--- src/rtl/multiply_2.sv ---
// Word-serial multiply-by-2: out = (in << 1) mod 2^N, one W-bit word per clock,
// least-significant word first, with the bit shifted out of in[N-1] on carry_out.
module multiply_2 #(
    parameter int N = 128,
    parameter int W = 32
) (
    input  logic         clk,
    input  logic         rst,
    input  logic [N-1:0] in,
    output logic [N-1:0] out,
    output logic         done,
    output logic         carry_out,
    output logic [1:0]   state
);

    localparam int NW = N / W;
    localparam int IW = (NW > 1) ? $clog2(NW) : 1;
    localparam logic [IW-1:0] LAST = IW'(NW - 1);

    typedef enum logic [1:0] {
        LOAD  = 2'd0,
        SHIFT = 2'd1,
        DONE  = 2'd2
    } state_t;

    state_t         cur_state;
    logic [N-1:0]   op_buf;
    logic [IW-1:0]  idx;
    logic           c;
    logic [W-1:0]   cur_word;

    // done is a sticky completion flag, not a handshake: no consumer acknowledge
    // exists, so the result simply holds until the next rst.
    assign state = cur_state;

    always_comb begin
        cur_word = '0;
        for (int k = 0; k < NW; k++) begin
            if (idx == IW'(k)) begin
                cur_word = op_buf[k*W +: W];
            end
        end
    end

    always_ff @(posedge clk) begin
        if (rst) begin
            cur_state <= LOAD;
            out       <= '0;
            done      <= 1'b0;
            carry_out <= 1'b0;
            op_buf    <= '0;
            idx       <= '0;
            c         <= 1'b0;
        end else begin
            case (cur_state)
                LOAD: begin
                    op_buf    <= in;
                    idx       <= '0;
                    c         <= 1'b0;
                    cur_state <= SHIFT;
                end
                SHIFT: begin
                    for (int k = 0; k < NW; k++) begin
                        if (idx == IW'(k)) begin
                            out[k*W +: W] <= {cur_word[W-2:0], c};
                        end
                    end
                    c <= cur_word[W-1];
                    if (idx == LAST) begin
                        done      <= 1'b1;
                        carry_out <= cur_word[W-1];
                        cur_state <= DONE;
                    end else begin
                        idx <= idx + 1'b1;
                    end
                end
                DONE: begin
                    cur_state <= DONE;
                end
                default: begin
                    cur_state <= LOAD;
                end
            endcase
        end
    end

endmodule

--- config.mk ---
export PLATFORM = sky130hd
export DESIGN_NAME = multiply_2
export DESIGN_NICKNAME = d
export VERILOG_FILES = /design/src/rtl/multiply_2.sv
export SDC_FILE = /design/constraint.sdc
export NUM_CORES = 1
export LEC_CHECK = 0
export ABC_AREA = 0
export BUFFER_PORTS_ARGS = -buffer_cell sky130_fd_sc_hd__buf_2
export CAP_MARGIN = 20
export CORE_MARGIN = 10
export CORE_UTILIZATION = 45
export CTS_CLUSTER_DIAMETER = 120
export DETAILED_ROUTE_END_ITERATION = 16
export PLACE_DENSITY = 0.7
export SLEW_MARGIN = 20
export SYNTH_ARGS = -nofsm -noshare
export SYNTH_HDL_FRONTEND = slang
export SYNTH_SLANG_ARGS = --single-unit
--- constraint.sdc ---
create_clock -name clk -period 2.1 [get_ports clk]
set_input_delay 0.21 -clock clk [delete_from_list [all_inputs] [get_ports clk]]
set_output_delay 0.21 -clock clk [all_outputs]
set_load 0.02 [all_outputs]
==> summary.json, run 1 <==
{
  "detailed_routing": {
    "viasPerCell": 5.291,
    "post-route-drc-count": 0,
    "drt-total-wl_mm": 32.96,
    "drt_first_pass_iters": 5,
    "detail_route.iter0.violations": 580,
    "antenna_left": 0,
    "routedWlPerCell_um": 19.67,
    "num_vias": 8863
  },
  "floorplanning": {
    "fp.coreArea_um2": 22500,
    "floorplan.initialDensity_pct": 45.45,
    "floorplan.rows": 55,
    "die_height_um": 170.8,
    "boundaryPins": 262,
    "die_w_um": 170.8,
    "die-area_um2": 29160
  },
  "sta": {
    "tns_ns": 0,
    "fin_ws_ns": 0.1312,
    "final_min_period_over_clock_period_pct": 93.75,
    "grt_setup_unrepaired": "no",
    "slew-limit-headroom_pct": 27.03,
    "maxSlewViolCount": 0,
    "fin_worst_skew_ns": 0.01361,
    "final_worst_hold_slack_ns": 0.07814,
    "setup_viol_count_final": 0,
    "hold_violations": 0,
    "final.min_clock_period_ns": 1.969,
    "timing_worst_slew_pin_value_ns": 1.092,
    "max_clock_freq_mhz": 507.9
  },
  "global_route": {
    "grt_pass1_wl_mm": 51.03,
    "grt_util_all_layers_pct": 21.82,
    "antenna_found_initial": 0,
    "global_route_overflow": 0,
    "grt_max_degree": 98,
    "number_of_global_route_vias_before_repair": 9127
  },
  "synthesis": {
    "synthDominantAreaCellType": "sky130_fd_sc_hd__dfxtp_1",
    "postSynthAreaPerCell_um2": 10.19,
    "portion_of_the_post_synthesis_area_used_by_sequential_elements_pct": 51.47,
    "netlist.area_leader.share_pct": 51.47,
    "synth.area.top_cells": "sky130_fd_sc_hd__dfxtp_1 51%, sky130_fd_sc_hd__mux2i_1 13%, sky130_fd_sc_hd__a22o_1 8.0%",
    "synth_seq_cells": 263,
    "synth_nets": 1140,
    "ys_types": 25,
    "post_synth_inst_count": 1004,
    "ys.warnings.count": 0,
    "mappedNetlistArea_um2": 10230
  },
  "placement": {
    "setup_slack_after_placement_ns": 0.1666,
    "buffer_ports.inserted": 261,
    "post-dp-hpwl_mm": 22.11,
    "finalWeightedCongestion": 0.7861
  },
  "run_status": {
    "run_status": "finished clean"
  },
  "clock_tree": {
    "clk_tree_root_cell": "sky130_fd_sc_hd__clkbuf_16",
    "cts_hold_bufs": 128,
    "tritoncts": "built",
    "clk_pin_slew_worst_setup_hold_paths_ns": 0.06,
    "clock_latency_of_the_later_clocked_register_in_the_worst_skew_pair_ns": 0.53,
    "cts.htree.levels": 1,
    "cts.repair_timing.setup_buffer_count": 0,
    "numClockSinks": 263,
    "postCtsResizedCells": 0,
    "number_of_clock_buffers_inserted_by_tritoncts": 28,
    "clockBufferDepth": 3
  },
  "worst_setup_path": {
    "criticalPathCategory": "flop to flop",
    "timing.critical_path.buf_inv": 1,
    "path_cells": "inv_1 -> ha_1 -> a21oi_4 -> a22o_1",
    "worstSetupEndpointType": "flop",
    "cp.required_ns": 2.57,
    "path_delay_family": "compound AO/OA/AOI/OAI gates",
    "critPathSlowestCell": "sky130_fd_sc_hd__a21oi_4",
    "cp-start-kind": "flop",
    "worst_ep_arrival_time_ns": 2.44,
    "cpPeakStageDelay_ns": 0.88,
    "crit_fanout": 31
  },
  "cells_and_area": {
    "layout.area.seq_um2": 5265,
    "share_of_post_route_cells_with_drive_strength_above_1_pct": 27.50,
    "most-common-layout-cells": "263 x sky130_fd_sc_hd__dfxtp_1, 260 x sky130_fd_sc_hd__buf_2, 134 x sky130_fd_sc_hd__nor2_1, 130 x sky130_fd_sc_hd__mux2i_1, 128 x sky130_fd_sc_hd__dlygate4sd3_1",
    "fillerInstances": 1778,
    "nets": 1506,
    "final_common_cell": "sky130_fd_sc_hd__dfxtp_1",
    "total_area_of_multi_input_combinational_cells_um2": 4601,
    "flow.area_growth_from_synthesis_pct": 38.70
  },
  "power_and_ir_drop": {
    "power.static_leakage_nw": 6.570,
    "ir_drop_uv": 745.0,
    "cellPowerDensity_nw_per_um2": 1186
  },
  "min_path": {
    "path_class_of_the_lowest_slack_min_delay_path": "input pin to flop"
  },
  "flow_run": {
    "max_cap_viol_count": 0
  }
}
stage by stage:
step / area [um2] / util, % / power, mW / instances
after floorplan: 10230 / - / 10.10 / 1004
after global placement: 11940 / 53.04 / 11.48 / 1497
after detailed placement: 11940 / 53.04 / 11.58 / 1497
after CTS: 14180 / 63.04 / 16.91 / 1674
after global routing: 14180 / 63.04 / 17.62 / 1674
final: 14190 / 63.05 / 16.83 / 1675
final cells by class:
| class | instances | area share, % |
|---|---|---|
| Multi-Input combinational cell | 650 | 32.43 |
| Inverter | 6 | 0.1587 |
| Sequential cell | 263 | 37.11 |
| Antenna cell | 1 | 0.01764 |
| Timing Repair Buffer | 421 | 20.95 |
| Clock buffer | 42 | 6.023 |
| Tap cell | 285 | 2.513 |
| Clock inverter | 7 | 0.8025 |
logic make-up after synthesis:
group	Yosys count	synth area share, %
buffers and inverters	91	4.404
adders and majority gates	6	0.7339
muxes	130	12.72
AOI/OAI and AO/OA	169	14.80
DFF	263	51.47
and+or+nand+nor	345	15.87
Yosys cell counts, drive strengths merged:
cell,count
nor3,2
mux2i,130
a311oi,32
nand2,106
nor2,138
nor3b,31
buf,58
nand3,3
nand3b,32
and2,1
a22o,93
o21ai,1
clkbuf,27
a21oi,42
a221o,1
nor2b,32
dfxtp,263
inv,6
ha,6
power by group:
| part | internal (mW) | switching, mW | total [mW] | leakage, nW |
|---|---|---|---|---|
| logic | 2.41 | 2.82 | 5.23 | 3.94 |
| clock network | 3.16 | 1.97 | 5.12 | 0.479 |
| registers | 5.89 | 0.591 | 6.48 | 2.15 |
| total | 11.5 | 5.37 | 16.8 | 6.57 |
final timing paths:
check	slack, ns	end	from	cells after the start
min	0.08	op_buf[94]	rst	2
max reg2reg	0.13	out[37]	state[1]	4
min reg2reg	0.45	out[99]	out[99]	2
max	0.13	out[37]	state[1]	4
sequential cells by signal, summed over array words and instances, names as in the netlist:
register	count
c	1
carry_out	1
done	1
idx	2
op_buf	128
out	128
state	2
routing by layer:
| metal | GRT usage [%] | part of all wire, % |
|---|---|---|
| met1 | 27.04 | 42 |
| met2 | 36.47 | 47 |
| met3 | 5.300 | 7.4 |
| met4 | 7.018 | 3.2 |
| met5 | 0 | 0 |
(Power assumes the default switching activity.)
==> run 2: changes to the inputs <==
Settings changed: HOLD_SLACK_MARGIN set to 0.12.
==> run 2 against run 1 <==
Against the previous run:
- register-to-register slack about the same
- via count up 1.8%
- sequential power about the same
- setup slack worse by 0.0025 ns
- die area unchanged
- maximum frequency down 0.13%
- total power up 0.92%
- cell area up 1.5%
- count of clock-buffer cells in the layout unchanged
- clock power about the same
- critical path depth unchanged
- critical endpoint unchanged
- largest cell class unchanged
==> summary.json, run 2 (synthesis gave the netlist of run 1 again) <==
{
  "power_and_ir_drop": {
    "power_switching": {"value": 5.423, "unit": "mW", "change": "+0.92%"},
    "power_frac_seq": {"value": 38.2, "unit": "%", "change": "-0.3 points"},
    "power.static_leakage": {"value": 6.693, "unit": "nW", "change": "+1.9%"},
    "ir_drop": {"value": 747.0, "unit": "uV", "change": "+0.26%"},
    "sw_frac_of_total": {"value": 31.93, "unit": "%", "change": "about the same"},
    "share_comb_of_total_power": {"value": 31.6, "unit": "%", "change": "+0.5 points"},
    "cellPowerDensity": {"value": 1180, "unit": "nW/um2", "change": "-0.55%"},
    "internal_power": {"value": 11.56, "unit": "mW", "change": "+0.92%"},
    "power.share.clock": {"value": 30.2, "unit": "%", "change": "-0.3 points"}
  },
  "sta": {
    "hold_violations": {"value": 0, "change": "unchanged"},
    "max_clock_freq": {"value": 507.3, "unit": "MHz", "change": "-0.13%"},
    "final_min_period_over_clock_period": {"value": 93.87, "unit": "%", "change": "+0.12 points"},
    "fin_ws": {"value": 0.1287, "unit": "ns", "change": "-0.002478 ns"},
    "tns": {"value": 0, "unit": "ns", "change": "unchanged"},
    "slew-limit-headroom": {"value": 28.09, "unit": "%", "change": "+1.1 points"},
    "fin_worst_skew": {"value": 0.01390, "unit": "ns", "change": "+0.0002849 ns"},
    "setup_viol_count_final": {"value": 0, "change": "unchanged"},
    "maxSlewViolCount": {"value": 0, "change": "unchanged"},
    "timing_worst_slew_pin_value": {"value": 1.076, "unit": "ns", "change": "-0.01582 ns"},
    "grt_setup_unrepaired": "no",
    "final.min_clock_period": {"value": 1.971, "unit": "ns", "change": "+0.002478 ns"}
  },
  "worst_setup_path": {
    "worstSetupEndpointType": "flop",
    "critPathLaunch": "state[1]",
    "path_cells": "inv_1 -> ha_1 -> a21oi_4 -> a22o_1",
    "cp.required": {"value": 2.57, "unit": "ns", "change": "about the same"},
    "crit_fanout": {"value": 31, "change": "unchanged"},
    "criticalPathCategory": "flop to flop",
    "timing.critical_path.buf_inv": {"value": 1, "change": "unchanged"},
    "cp-start-kind": "flop",
    "cpPeakStageDelay": {"value": 0.87, "unit": "ns", "change": "about the same"},
    "crit-reg2reg-launch": "state[1]",
    "critPathSlowestCell": "sky130_fd_sc_hd__a21oi_4",
    "path_delay_family": "compound AO/OA/AOI/OAI gates",
    "worst_ep_arrival_time": {"value": 2.44, "unit": "ns", "change": "about the same"}
  },
  "detailed_routing": {
    "num_vias": {"value": 9024, "change": "+1.8%"},
    "routedWlPerCell": {"value": 19.74, "unit": "um", "change": "+0.34%"},
    "drt_first_pass_iters": {"value": 5, "change": "unchanged"},
    "viasPerCell": {"value": 5.321, "change": "+0.56%"},
    "antenna_left": {"value": 0, "change": "unchanged"},
    "detail_route.iter0.violations": {"value": 583, "change": "+0.52%"},
    "post-route-drc-count": {"value": 0, "change": "unchanged"},
    "drt-total-wl": {"value": 33.48, "unit": "mm", "change": "+1.6%"}
  },
  "clock_tree": {
    "numClockSinks": {"value": 263, "change": "unchanged"},
    "clock_latency_of_the_later_clocked_register_in_the_worst_skew_pair": {"value": 0.54, "unit": "ns", "change": "about the same"},
    "clockBufferDepth": {"value": 3, "change": "unchanged"},
    "clk_pin_slew_worst_setup_hold_paths": {"value": 0.06, "unit": "ns", "change": "about the same"},
    "clk_tree_root_cell": "sky130_fd_sc_hd__clkbuf_16",
    "cts.htree.levels": {"value": 1, "change": "unchanged"},
    "number_of_clock_buffers_inserted_by_tritoncts": {"value": 28, "change": "unchanged"},
    "cts.repair_timing.setup_buffer_count": {"value": 0, "change": "unchanged"},
    "tritoncts": "built",
    "postCtsResizedCells": {"value": 0, "change": "unchanged"}
  },
  "global_route": {
    "grt_pass1_wl": {"value": 52.00, "unit": "mm", "change": "+1.9%"},
    "number_of_global_route_vias_before_repair": {"value": 9308, "change": "+2.0%"},
    "grt_max_degree": {"value": 98, "change": "unchanged"},
    "antenna_found_initial": {"value": 0, "change": "unchanged"},
    "grt_util_all_layers": {"value": 22.20, "unit": "%", "change": "+0.38 points"},
    "global_route_overflow": {"value": 0, "change": "unchanged"}
  },
  "cells_and_area": {
    "nets": {"value": 1527, "change": "+1.4%"},
    "flow.area_growth_from_synthesis_pct": 40.76,
    "top_regs": "op_buf: 128 flops, out: 128 flops",
    "final_common_cell": "sky130_fd_sc_hd__dfxtp_1",
    "share_of_post_route_cells_with_drive_strength_above_1": {"value": 27.09, "unit": "%", "change": "-0.41 points"},
    "most-common-layout-cells": "263 x sky130_fd_sc_hd__dfxtp_1, 260 x sky130_fd_sc_hd__buf_2, 149 x sky130_fd_sc_hd__dlygate4sd3_1, 134 x sky130_fd_sc_hd__nor2_1, 130 x sky130_fd_sc_hd__mux2i_1"
  },
  "floorplanning": {
    "floorplan.rows": {"value": 55, "change": "unchanged"},
    "die_height": {"value": 170.8, "unit": "um", "change": "unchanged"},
    "die-area": {"value": 29160, "unit": "um2", "change": "unchanged"},
    "floorplan.initialDensity": {"value": 45.45, "unit": "%", "change": "unchanged"},
    "die_w": {"value": 170.8, "unit": "um", "change": "unchanged"},
    "boundaryPins": {"value": 262, "change": "unchanged"},
    "fp.coreArea": {"value": 22500, "unit": "um2", "change": "unchanged"}
  },
  "placement": {
    "finalWeightedCongestion": {"value": 0.7861, "change": "unchanged"},
    "buffer_ports.inserted": {"value": 261, "change": "unchanged"},
    "setup_slack_after_placement": {"value": 0.1666, "unit": "ns", "change": "unchanged"},
    "post-dp-hpwl": {"value": 22.11, "unit": "mm", "change": "unchanged"}
  },
  "min_path": {
    "path_class_of_the_lowest_slack_min_delay_path": "input pin to flop",
    "hold_start": "in[25]"
  },
  "run_status": {
    "run_status": "finished clean"
  },
  "flow_run": {
    "max_cap_viol_count": {"value": 0, "change": "unchanged"}
  }
}
==> run 2: cell types whose count changed in the layout (fill, tap and decap cells not counted), sizes merged <==
cell	delta
dlygate4sd3	+21
==> run 2: repair_timing <==
action	CTS	global route
hold buffers	149	0
setup endpoints to repair	0	0
endpoints found under the hold margin	139	0
==> run 2: worst register-to-register path, cell delays in order (launching register included) <==
cell                      delay [ns]
sky130_fd_sc_hd__dfxtp_1        0.36
sky130_fd_sc_hd__inv_1          0.10
sky130_fd_sc_hd__ha_1           0.28
sky130_fd_sc_hd__a21oi_4        0.87
sky130_fd_sc_hd__a22o_1         0.30
==> run 2: per-stage QoR <==
step | total power, mW | cells | util, % | instance area (um2) | hold slack, ns
finish | 16.98 | 1696 | 63.98 | 14400 | 0.4484
CTS | 17.03 | 1695 | 63.97 | 14400 | 0.4282
floorplan | 10.10 | 1004 | - | 10230 | 0.3572
global placement | 11.48 | 1497 | 53.04 | 11940 | 0.4401
global route | 17.77 | 1695 | 63.97 | 14400 | 0.4610
detailed placement | 11.58 | 1497 | 53.04 | 11940 | 0.4437
==> run 2: final cells by class <==
type | instances | area [um2]
fillers | 1737 | 8105
flip-flops and latches | 263 | 5265
repair buffers | 442 | 3182
multi-input cells | 650 | 4601
inverters | 6 | 22.52
well taps | 285 | 356.6
clock buffers | 42 | 854.6
diodes | 1 | 2.502
clock inverters | 7 | 113.9
==> run 2: power by group through the flow <==
stage	Clock [mW]	Combinational, mW	Sequential [mW]
floorplan	0	3.52	6.58
finish	5.13	5.37	6.48
global placement	0	4.95	6.53
detailed placement	0	5.02	6.56
CTS	5.22	5.35	6.46
global route	5.40	5.79	6.58
==> run 2: worst paths after layout <==
check	depth (start not counted)	slack, ns	to
setup / recovery	4	0.13	out[37]
hold / removal	4	0.45	op_buf[25]
setup reg to reg	4	0.13	out[37]
hold reg to reg	2	0.45	out[99]
==> run 2: metal layers <==
metal | share of wire (%) | routed length, um | vias up | GRT usage [%]
li1 | - | - | 4287 | -
met5 | 0 | 0 | - | 0
met2 | 47 | 15800 | 362 | 37.09
met3 | 7.9 | 2651 | 75 | 5.507
met1 | 42 | 13910 | 4300 | 27.24
met4 | 3.4 | 1123 | 0 | 7.704
